$ cat src/rtl/spi_cfg_pkg.sv
`default_nettype none
// ============================================================================
// Module      : spi_cfg_pkg
// Description : Shared types and helpers for the SPI configuration register
//               bank: frame FSM state encoding and frame-length helper.
// Revision    : 1.0 - initial release
// ============================================================================
package spi_cfg_pkg;

  // Frame receive FSM states
  typedef enum logic [2:0] {
    IDLE   = 3'd0,
    HDR    = 3'd1,
    DATA   = 3'd2,
    COMMIT = 3'd3,
    DONE   = 3'd4
  } state_e;

  // Full frame length: rw bit + address field + data field
  function automatic int frame_w(input int addr_w, input int data_w);
    return 1 + addr_w + data_w;
  endfunction

endpackage
`default_nettype wire

$ cat src/rtl/spi_sync_edge.sv
`default_nettype none
// ============================================================================
// Module      : spi_sync_edge
// Description : W-bit two-flop synchroniser followed by a one-flop edge
//               detector producing single-cycle rise/fall pulses.
// Revision    : 1.0 - initial release
// ============================================================================
module spi_sync_edge #(
  parameter int          W       = 1,
  parameter logic [W-1:0] RST_LVL = '0
) (
  input  logic         clk,
  input  logic         rst_n,
  input  logic [W-1:0] d_i,
  output logic [W-1:0] q_o,
  output logic [W-1:0] rise_o,
  output logic [W-1:0] fall_o
);

  logic [W-1:0] meta_q;
  logic [W-1:0] sync_q;
  logic [W-1:0] prev_q;

  // Resynchronise into clk domain and keep one cycle of history for edges;
  // reset to the idle level so no spurious edge follows reset.
  always_ff @(posedge clk or negedge rst_n) begin
    if (!rst_n) begin
      meta_q <= RST_LVL;
      sync_q <= RST_LVL;
      prev_q <= RST_LVL;
    end else begin
      meta_q <= d_i;
      sync_q <= meta_q;
      prev_q <= sync_q;
    end
  end

  assign q_o    = sync_q;
  assign rise_o = sync_q & ~prev_q;
  assign fall_o = ~sync_q & prev_q;

endmodule
`default_nettype wire

$ cat src/rtl/spi_cfg_regbank.sv
`default_nettype none
// ============================================================================
// Module      : spi_cfg_regbank
// Description : SPI-slave configuration register bank. Serial frames
//               {rw, addr, data} write or read live registers; op-start
//               rising edges pulse op_go and snapshot live into shadow.
// Revision    : 1.0 - initial release
// ============================================================================
module spi_cfg_regbank
  import spi_cfg_pkg::*;
#(
  parameter int                ADDR_W   = 7,
  parameter int                DATA_W   = 16,
  parameter int                NUM_REGS = 8,
  parameter int                NUM_OPS  = 2,
  parameter logic [DATA_W-1:0] RST_VAL  = '0
) (
  input  logic                       clk,
  input  logic                       rst_n,
  input  logic                       spi_clk_i,
  input  logic                       spi_en_i,
  input  logic                       spi_mosi_i,
  output logic                       spi_miso_o,
  input  logic [NUM_OPS-1:0]         op_st_i,
  input  logic                       err_clr_i,
  output logic [NUM_OPS-1:0]         op_go_o,
  output logic                       wr_strobe_o,
  output logic [ADDR_W-1:0]          wr_addr_o,
  output logic [NUM_REGS*DATA_W-1:0] cfg_live_o,
  output logic [NUM_REGS*DATA_W-1:0] cfg_shadow_o,
  output logic                       err_frame_o,
  output logic                       err_addr_o
);

  localparam int               FRAME_W = frame_w(ADDR_W, DATA_W);
  localparam int               HDR_W   = 1 + ADDR_W;
  localparam int               CNT_W   = $clog2(FRAME_W + 1);
  localparam logic [ADDR_W:0]  NREG_L  = (ADDR_W + 1)'(NUM_REGS);

  // ---------------------------------------------------------------- sync
  logic [2:0]         w_pin_q, w_pin_rise, w_pin_fall;
  logic [NUM_OPS-1:0] w_op_q, w_op_rise, w_op_fall;

  // Pins packed as {spi_clk, spi_en, spi_mosi}; clock and enable idle high
  spi_sync_edge #(.W(3), .RST_LVL(3'b110)) u_pin_sync (
    .clk    (clk),
    .rst_n  (rst_n),
    .d_i    ({spi_clk_i, spi_en_i, spi_mosi_i}),
    .q_o    (w_pin_q),
    .rise_o (w_pin_rise),
    .fall_o (w_pin_fall)
  );

  spi_sync_edge #(.W(NUM_OPS), .RST_LVL('0)) u_op_sync (
    .clk    (clk),
    .rst_n  (rst_n),
    .d_i    (op_st_i),
    .q_o    (w_op_q),
    .rise_o (w_op_rise),
    .fall_o (w_op_fall)
  );

  logic w_sck_rise, w_sck_fall, w_en_rise, w_en_fall, w_mosi;
  assign w_sck_rise = w_pin_rise[2];
  assign w_sck_fall = w_pin_fall[2];
  assign w_en_rise  = w_pin_rise[1];
  assign w_en_fall  = w_pin_fall[1];
  assign w_mosi     = w_pin_q[0];

  // ---------------------------------------------------------------- state
  state_e              state_q;
  logic [CNT_W-1:0]    cnt_q;
  logic [FRAME_W-2:0]  rx_sh_q;
  logic [DATA_W-1:0]   tx_sh_q;
  logic                rw_q;
  logic [ADDR_W-1:0]   addr_q;
  logic                miso_q;
  logic                wr_strobe_q;
  logic [ADDR_W-1:0]   wr_addr_q;
  logic                err_frame_q;
  logic                err_addr_q;
  logic [DATA_W-1:0]   live_q   [NUM_REGS];
  logic [DATA_W-1:0]   shadow_q [NUM_REGS];
  logic [NUM_OPS-1:0]  op_go_q;

  // Frame contents including the bit arriving this cycle
  logic [FRAME_W-1:0]  w_rx_next;
  logic [ADDR_W-1:0]   w_hdr_addr;
  logic                w_hdr_bad;
  logic                w_addr_bad;
  logic [DATA_W-1:0]   w_rd_data;

  assign w_rx_next  = {rx_sh_q, w_mosi};
  assign w_hdr_addr = w_rx_next[ADDR_W-1:0];
  assign w_hdr_bad  = ({1'b0, w_hdr_addr} >= NREG_L);
  assign w_addr_bad = ({1'b0, addr_q} >= NREG_L);

  // Read-back mux; out-of-range addresses return zero
  always_comb begin
    w_rd_data = '0;
    for (int i = 0; i < NUM_REGS; i++) begin
      if (w_hdr_addr == ADDR_W'(i)) w_rd_data = live_q[i];
    end
  end

  // Frame FSM: header/data shifting, read-out, register commit and errors
  always_ff @(posedge clk or negedge rst_n) begin
    if (!rst_n) begin
      state_q     <= IDLE;
      cnt_q       <= '0;
      rx_sh_q     <= '0;
      tx_sh_q     <= '0;
      rw_q        <= 1'b0;
      addr_q      <= '0;
      miso_q      <= 1'b0;
      wr_strobe_q <= 1'b0;
      wr_addr_q   <= '0;
      err_frame_q <= 1'b0;
      err_addr_q  <= 1'b0;
      for (int i = 0; i < NUM_REGS; i++) live_q[i] <= RST_VAL;
    end else begin
      wr_strobe_q <= 1'b0;
      // Clear only what is already set; a later set below overrides
      err_frame_q <= err_frame_q & ~err_clr_i;
      err_addr_q  <= err_addr_q & ~err_clr_i;
      case (state_q)
        IDLE: begin
          miso_q <= 1'b0;
          if (w_en_fall) begin
            state_q <= HDR;
            cnt_q   <= '0;
          end
        end
        HDR: begin
          if (w_en_rise) begin
            state_q     <= IDLE;
            err_frame_q <= 1'b1;
          end else if (w_sck_rise) begin
            rx_sh_q <= w_rx_next[FRAME_W-2:0];
            cnt_q   <= cnt_q + 1'b1;
            if (cnt_q == CNT_W'(HDR_W - 1)) begin
              state_q <= DATA;
              rw_q    <= w_rx_next[ADDR_W];
              addr_q  <= w_hdr_addr;
              tx_sh_q <= w_rd_data;
              if (w_rx_next[ADDR_W] && w_hdr_bad) err_addr_q <= 1'b1;
            end
          end
        end
        DATA: begin
          if (w_en_rise) begin
            state_q     <= IDLE;
            miso_q      <= 1'b0;
            err_frame_q <= 1'b1;
          end else begin
            if (w_sck_fall) begin
              miso_q  <= tx_sh_q[DATA_W-1];
              tx_sh_q <= tx_sh_q << 1;
            end
            if (w_sck_rise) begin
              rx_sh_q <= w_rx_next[FRAME_W-2:0];
              cnt_q   <= cnt_q + 1'b1;
              if (cnt_q == CNT_W'(FRAME_W - 1)) begin
                state_q <= COMMIT;
                miso_q  <= 1'b0;
                if (!rw_q) begin
                  if (w_addr_bad) begin
                    err_addr_q <= 1'b1;
                  end else begin
                    wr_strobe_q <= 1'b1;
                    wr_addr_q   <= addr_q;
                    for (int i = 0; i < NUM_REGS; i++) begin
                      if (addr_q == ADDR_W'(i)) live_q[i] <= w_rx_next[DATA_W-1:0];
                    end
                  end
                end
              end
            end
          end
        end
        COMMIT: begin
          // Chip select may already be released while the commit happens
          state_q <= w_en_rise ? IDLE : DONE;
        end
        DONE: begin
          if (w_en_rise) state_q <= IDLE;
        end
        default: state_q <= IDLE;
      endcase
    end
  end

  // Op-start pulses; shadow captures live as it stood before this edge
  always_ff @(posedge clk or negedge rst_n) begin
    if (!rst_n) begin
      op_go_q <= '0;
      for (int i = 0; i < NUM_REGS; i++) shadow_q[i] <= RST_VAL;
    end else begin
      op_go_q <= w_op_rise;
      if (|w_op_rise) shadow_q <= live_q;
    end
  end

  // ---------------------------------------------------------------- outputs
  generate
    for (genvar gi = 0; gi < NUM_REGS; gi++) begin : g_pack
      assign cfg_live_o[gi*DATA_W +: DATA_W]   = live_q[gi];
      assign cfg_shadow_o[gi*DATA_W +: DATA_W] = shadow_q[gi];
    end
  endgenerate

  assign spi_miso_o  = miso_q;
  assign op_go_o     = op_go_q;
  assign wr_strobe_o = wr_strobe_q;
  assign wr_addr_o   = wr_addr_q;
  assign err_frame_o = err_frame_q;
  assign err_addr_o  = err_addr_q;

  // Synchroniser outputs that this block has no use for
  logic w_unused;
  assign w_unused = &{1'b0, w_pin_q[2:1], w_pin_rise[0], w_pin_fall[0],
                      w_op_q, w_op_fall, w_rx_next[FRAME_W-1]};

endmodule
`default_nettype wire
$ cat config.mk
export PLATFORM = sky130hd
export DESIGN_NAME = spi_cfg_regbank
export DESIGN_NICKNAME = d
export VERILOG_FILES = /design/src/rtl/spi_cfg_pkg.sv /design/src/rtl/spi_sync_edge.sv /design/src/rtl/spi_cfg_regbank.sv
export SDC_FILE = /design/constraint.sdc
export NUM_CORES = 1
export LEC_CHECK = 0
export ABC_AREA = 1
export CORE_MARGIN = 1
export CORE_UTILIZATION = 46
export CTS_BUF_LIST = sky130_fd_sc_hd__clkbuf_8
export DETAILED_ROUTE_END_ITERATION = 8
export PLACE_DENSITY = 0.76
export SKIP_CTS_REPAIR_TIMING = 1
export SLEW_MARGIN = 20
export SYNTH_ARGS = -nofsm -noshare
export SYNTH_HDL_FRONTEND = slang
export SYNTH_SLANG_ARGS = --single-unit
export TNS_END_PERCENT = 10
$ cat constraint.sdc
create_clock -name clk -period 2.6 [get_ports clk]
set_clock_uncertainty 0.05 [all_clocks]
set_input_delay 0.78 -clock clk [delete_from_list [all_inputs] [get_ports clk]]
set_output_delay 0.78 -clock clk [all_outputs]
set_load 0.02 [all_outputs]
# == Yosys cells after proc, flatten, opt, wreduce, memory -nomap -nowiden ==
# Cells that the tools add are included.
# classes
addsub,1
magnitude_cmp,2
eq_ne,33
mux,51
bitwise_logic,12
n_reduce_logical,23
# op_table
cell,count
16-bit two-way mux,13
"7-bit by 3-bit equality test with 1-bit output, second input constant",8
7-bit AND reduction,8
16-bit one-hot mux with 2 select lines,1
"7-bit by 2-bit equality test with 1-bit output, second input constant",4
3-bit two-way mux,9
1-bit two-way mux,21
6-bit AND reduction,3
5-bit two-way mux,3
3-bit one-hot mux with 5 select lines,1
"7-bit by 1-bit equality test with 1-bit output, second input constant",2
"7-bit by 4-bit >= comparator with 1-bit output, second input constant",2
7-bit zero test,2
"2-bit by 1-bit != test with 1-bit output, second input constant",5
5-bit one-hot mux with 2 select lines,1
"2-bit != test, second input constant",4
4-bit AND reduction,2
3-bit AND,2
"3-bit by 2-bit equality test with 1-bit output, second input constant",2
"3-bit by 1-bit != test with 1-bit output, second input constant",2
"3-bit by 2-bit != test with 1-bit output, second input constant",2
3-bit NOT,2
2-bit nonzero test,3
"5-bit by 1-bit adder with 5-bit output, second input constant",1
13 further kinds,19
# totals
reg_bits,331
inputBits,8
output_inout_bits,269

# == Longest topological paths before layout ==
# depth
word_depth,13
depth_mapped,14
ltp_nobuf,11

# == Cells and area by module ==
# A second synthesis with hierarchy kept.
# hier_totals
cells_unflattened,1402
area_unflattened_um2,13664.4
# modules_own_cells
module,instances,cells_per_inst,area_per_inst_um2
spi_cfg_regbank,1,1367,13206.4
spi_sync_edge (u_pin_sync),1,21,277.8
spi_sync_edge (u_op_sync),1,14,180.2

# == Least setup slack after synthesis ==
# No wires, ideal clock.
# synth_path
kind,register -> register
startpoint,register cnt_q[0]
endpoint,register live_q (netlist bit cfg_live_o[114])
setup_time_ns,0.118
arrival_time_ns,1.724
slack_ns,0.708
path_stages_with_launch,12
period_less_slack_ns,1.892
cell_sequence,dfrtp_1 > ha_1 > nand2_1 > nor2_2 > nand2_2 > nor2_4 > nand3_4 > nor3b_4 > buf_6 > nor2_1 > a21oi_1 > inv_1
# synth_via
elab_chain_cells,2
# synth_rtl
item,line_no,rtl
start: declaration,spi_cfg_regbank.sv:72,logic [CNT_W-1:0] cnt_q;
start signal: assignment,spi_cfg_regbank.sv:140,cnt_q <= cnt_q + 1'b1;
start signal: assignment,spi_cfg_regbank.sv:162,cnt_q <= cnt_q + 1'b1;
5-bit equality test,spi_cfg_regbank.sv:163,if (cnt_q == CNT_W'(FRAME_W - 1)) begin
7-bit AND reduction (no source line),n/a,
end signal: indexed assignment,spi_cfg_regbank.sv:173,if (addr_q == ADDR_W'(i)) live_q[i] <= w_rx_next[DATA_W-1:0];
end: declaration,spi_cfg_regbank.sv:82,logic [DATA_W-1:0] live_q [NUM_REGS];
# Every way passes these cells.
# A chain may end at the register's enable or synchronous reset.

# == Worst setup path in the final report ==
# layout_path
startpoint,register live_q (netlist bit cfg_live_o[28])
endpoint,output port cfg_live_o[28]
# layout_rtl
item,line_no,rtl
end: declaration,spi_cfg_regbank.sv:29,"output logic [NUM_REGS*DATA_W-1:0] cfg_live_o,"
# No word-level cell between the ends.

==> results.yml <==
setup_path:
  r2r_cells: 9
  path_cells: "clkdlybuf4s50_1"
  path_depth: 1
  critPathArrivalTime_ns: 1.72
  slowest_delay_ns: 0.66
  cp-start-kind: "register"
  cpMaxStageDelayCell: "clkdlybuf4s50_1"
  path_max_fanout: 3
  critPathBufInv: 1
  worstPathRequired_ns: 1.77
  end_kind: "output port"
  criticalPathCategory: "reg2out"
  path_delay_family: "buffers and inverters"
timing:
  holdWs_ns: 0.102
  fin_setup_tns_ns: 0
  finalCriticalPeriod_ns: 2.55
  period_share_pct: 98.0
  worstMarginPinSlew_ns: 0.989
  slew_viol_final: 0
  hold_viol_final: 0
  clock.fmax_mhz: 393
  setup_viol: 0
  rsz0062_at_grt: "no"
  max_slew_margin_pct: 33.8
final_layout:
  utilization_pct: 61.9
  n_antenna_cell: 0
  syn2layout_area_growth_pct: 30.9
  post-route-cell-area_sq_um: 18500
  nets: 1950
  layout-drive-gt1-share_pct: 8.59
route:
  route.antenna.remaining_nets: 0
  drc: 0
  drt_iter0_drc: 1191
  vias_per_cell: 5.15
  wl_microns: 45500
  routedWlPerCell_microns: 19.2
  first_pass_iters: 5
  vias: 12200
logic_synthesis:
  synth_fp_nets: 1663
  synth_seq_cells: 330
  syn-cell-area_sq_um: 14200
  yosys.area.top_type: "dfrtp_1"
  yosysWarnings: 0
  synthDistinctLibCells: 34
  synthMuxAreaShare_pct: 1.45
  synth_top_family_by_area: "simple AND/OR/NAND/NOR gates"
  synth-simple-area-share_pct: 17.5
  synth_area_leaders: "dfrtp_1, inv_1, a21oi_1, nor2_1, nand2_1"
  synth_top_area_share_pct: 57.3
  yosys.area_share.xor_xnor_pct: 0
  syn_avg_cell_area_sq_um: 8.56
  synthCells: 1654
  synth-compound-area-share_pct: 11.8
  synth_fa_ha_area_share_pct: 0.0884
  yosysSeqAreaShare_pct: 58.4
clock_tree:
  path_clk_slew_ns: 0.06
  clockBufferDepth: 3
  tritoncts: "yes"
  clock-sinks: 330
  cts-root-buf: "clkbuf_8"
  insertion_delay_ns: 0.57
  cts_max_level: 2
  cts_buffers: 53
global_routing:
  first_global_vias: 11700
  met3_usage_pct: 6.60
  grt_usage_pct: 29.4
  grt_max_degree: 111
  overflow: 0
  grtUsageMet1_pct: 39.8
  grt_pass1_wl_microns: 69400
  grt_antenna_before_repair: 0
  grt_util_met2_pct: 47.2
  grt.busiest_layer: "met2"
run_status:
  status: "finished, final reports clean"
pwr:
  peakVddDrop_uv: 402
  p_leak_uw: 0.00947
  powerDensity_nw_per_um2: 723
  p_total_uw: 13400
floorplan:
  start_util_pct: 47.3
  coreArea_sq_um: 30000
  die_height_microns: 177
  row_count: 63
  io_pins: 277
  dieArea_sq_um: 31500
  dieWidth_microns: 177
place:
  dpl.hpwl_microns: 32600
  place_area_sq_um: 17500
  place_congestion: 0.913
  port_buffers: 276
job:
  maxCapViolCount: 0
min_path:
  hp-class: "in2async"
==> cell type report <==
class / instances / area [sq um]
Timing Repair Buffer: 322 / 3200
Sequential cell: 330 / 8270
Inverter: 299 / 1120
Fill cell: 2507 / 11400
Multi-Input combinational cell: 935 / 4400
Clock inverter: 28 / 166
Tap cell: 390 / 488
Clock buffer: 65 / 895
==> metrics by stage <==
step	worst slack [ns]	instances
2_1_floorplan	0.708	1654
3_5_place_dp	0.0301	2276
3_3_place_gp	-0.0273	2276
6_report	0.0523	2369
4_1_cts	0.0160	2369
5_1_grt	0.0129	2369
==> layer usage <==
layer	wire length, microns	vias up
li1	-	5711
met1	19000	5850
met2	21200	535
met3	3930	96
met4	1360	0
met5	0	-
==> cell usage in the layout, fill, tap and decap left out, types with 2 or more instances in the layout <==
cell	count
a21oi_1	208
a21oi_2	9
buf_12	7
buf_4	39
bufinv_16	2
clkbuf_8	65
clkdlybuf4s50_1	274
clkinv_2	4
dfrtp_1	323
dfstp_2	6
inv_1	318
inv_2	2
mux2_2	12
mux2i_1	7
nand2_1	201
nand2_2	2
nand3_1	78
nand4_1	7
nor2_1	276
nor2_2	8
nor2_4	5
nor3_1	7
nor3b_1	2
nor4_1	4
o211ai_1	11
o21ai_0	85
o21ai_1	3
o22ai_1	2
==> path summary, 6_finish.rpt <==
kind,endpoint,startpoint,slack [ns]
max reg2reg,tx_sh_q[8]$_DFFE_PN0P_,rx_sh_q[4]$_DFFE_PN0P_,0.13
min,cfg_live_o[117]$_DFFE_PN0P_,rst_n,0.10
min reg2reg,u_op_sync.q_o[1]$_DFF_PN0_,u_op_sync.meta_q[1]$_DFF_PN0_,0.30
max in group asynchronous,cfg_shadow_o[79]$_DFFE_PN0P_,rst_n,1.56
min in group clk,u_op_sync.q_o[1]$_DFF_PN0_,u_op_sync.meta_q[1]$_DFF_PN0_,0.30
max,cfg_live_o[28],cfg_live_o[28]$_DFFE_PN0P_,0.05
==> report_power, final <==
| part | total [uW] | switching (uW) | internal [uW] |
|---|---|---|---|
| combinational | 3080 | 2070 | 1020 |
| sequential | 5860 | 315 | 5540 |
| clock | 4460 | 2020 | 2440 |
| total | 13400 | 4400 | 9000 |
==> cell usage after synthesis, drive strengths merged <==
library cell	number
nand2	203
nor3	9
nor3b	3
o22ai	3
o211ai	11
o21ai	88
o311ai	1
nor4	4
buf	35
inv	299
a21oi	217
nand4	8
dfrtp	324
mux2i	7
nand3	79
ha	1
clkbuf	55
dfstp	6
mux2	12
nor2	289
==> sequential cells by signal, summed over array words and instances (netlist names), 2 cells and up <==
register and cells:
addr_q 7, cfg_live_o 128, cfg_shadow_o 128, cnt_q 5, op_go_o 2, rx_sh_q 15, state_q 3, tx_sh_q 16
u_op_sync.meta_q 2, u_op_sync.prev_q 2, u_op_sync.q_o 2, u_pin_sync.meta_q 3, u_pin_sync.prev_q 2, u_pin_sync.q_o 3, wr_addr_o 7
==> logic make-up (layout without fill, tap and decap cells) <==
| group | after synthesis | in the layout |
|---|---|---|
| compound gates | 320 | 320 |
| fa+ha+maj | 1 | 1 |
| buf+inv | 389 | 714 |
| flops | 330 | 330 |
| mux | 19 | 19 |
| simple gates | 595 | 595 |
No activity file was read; power rests on OpenSTA's default activity.
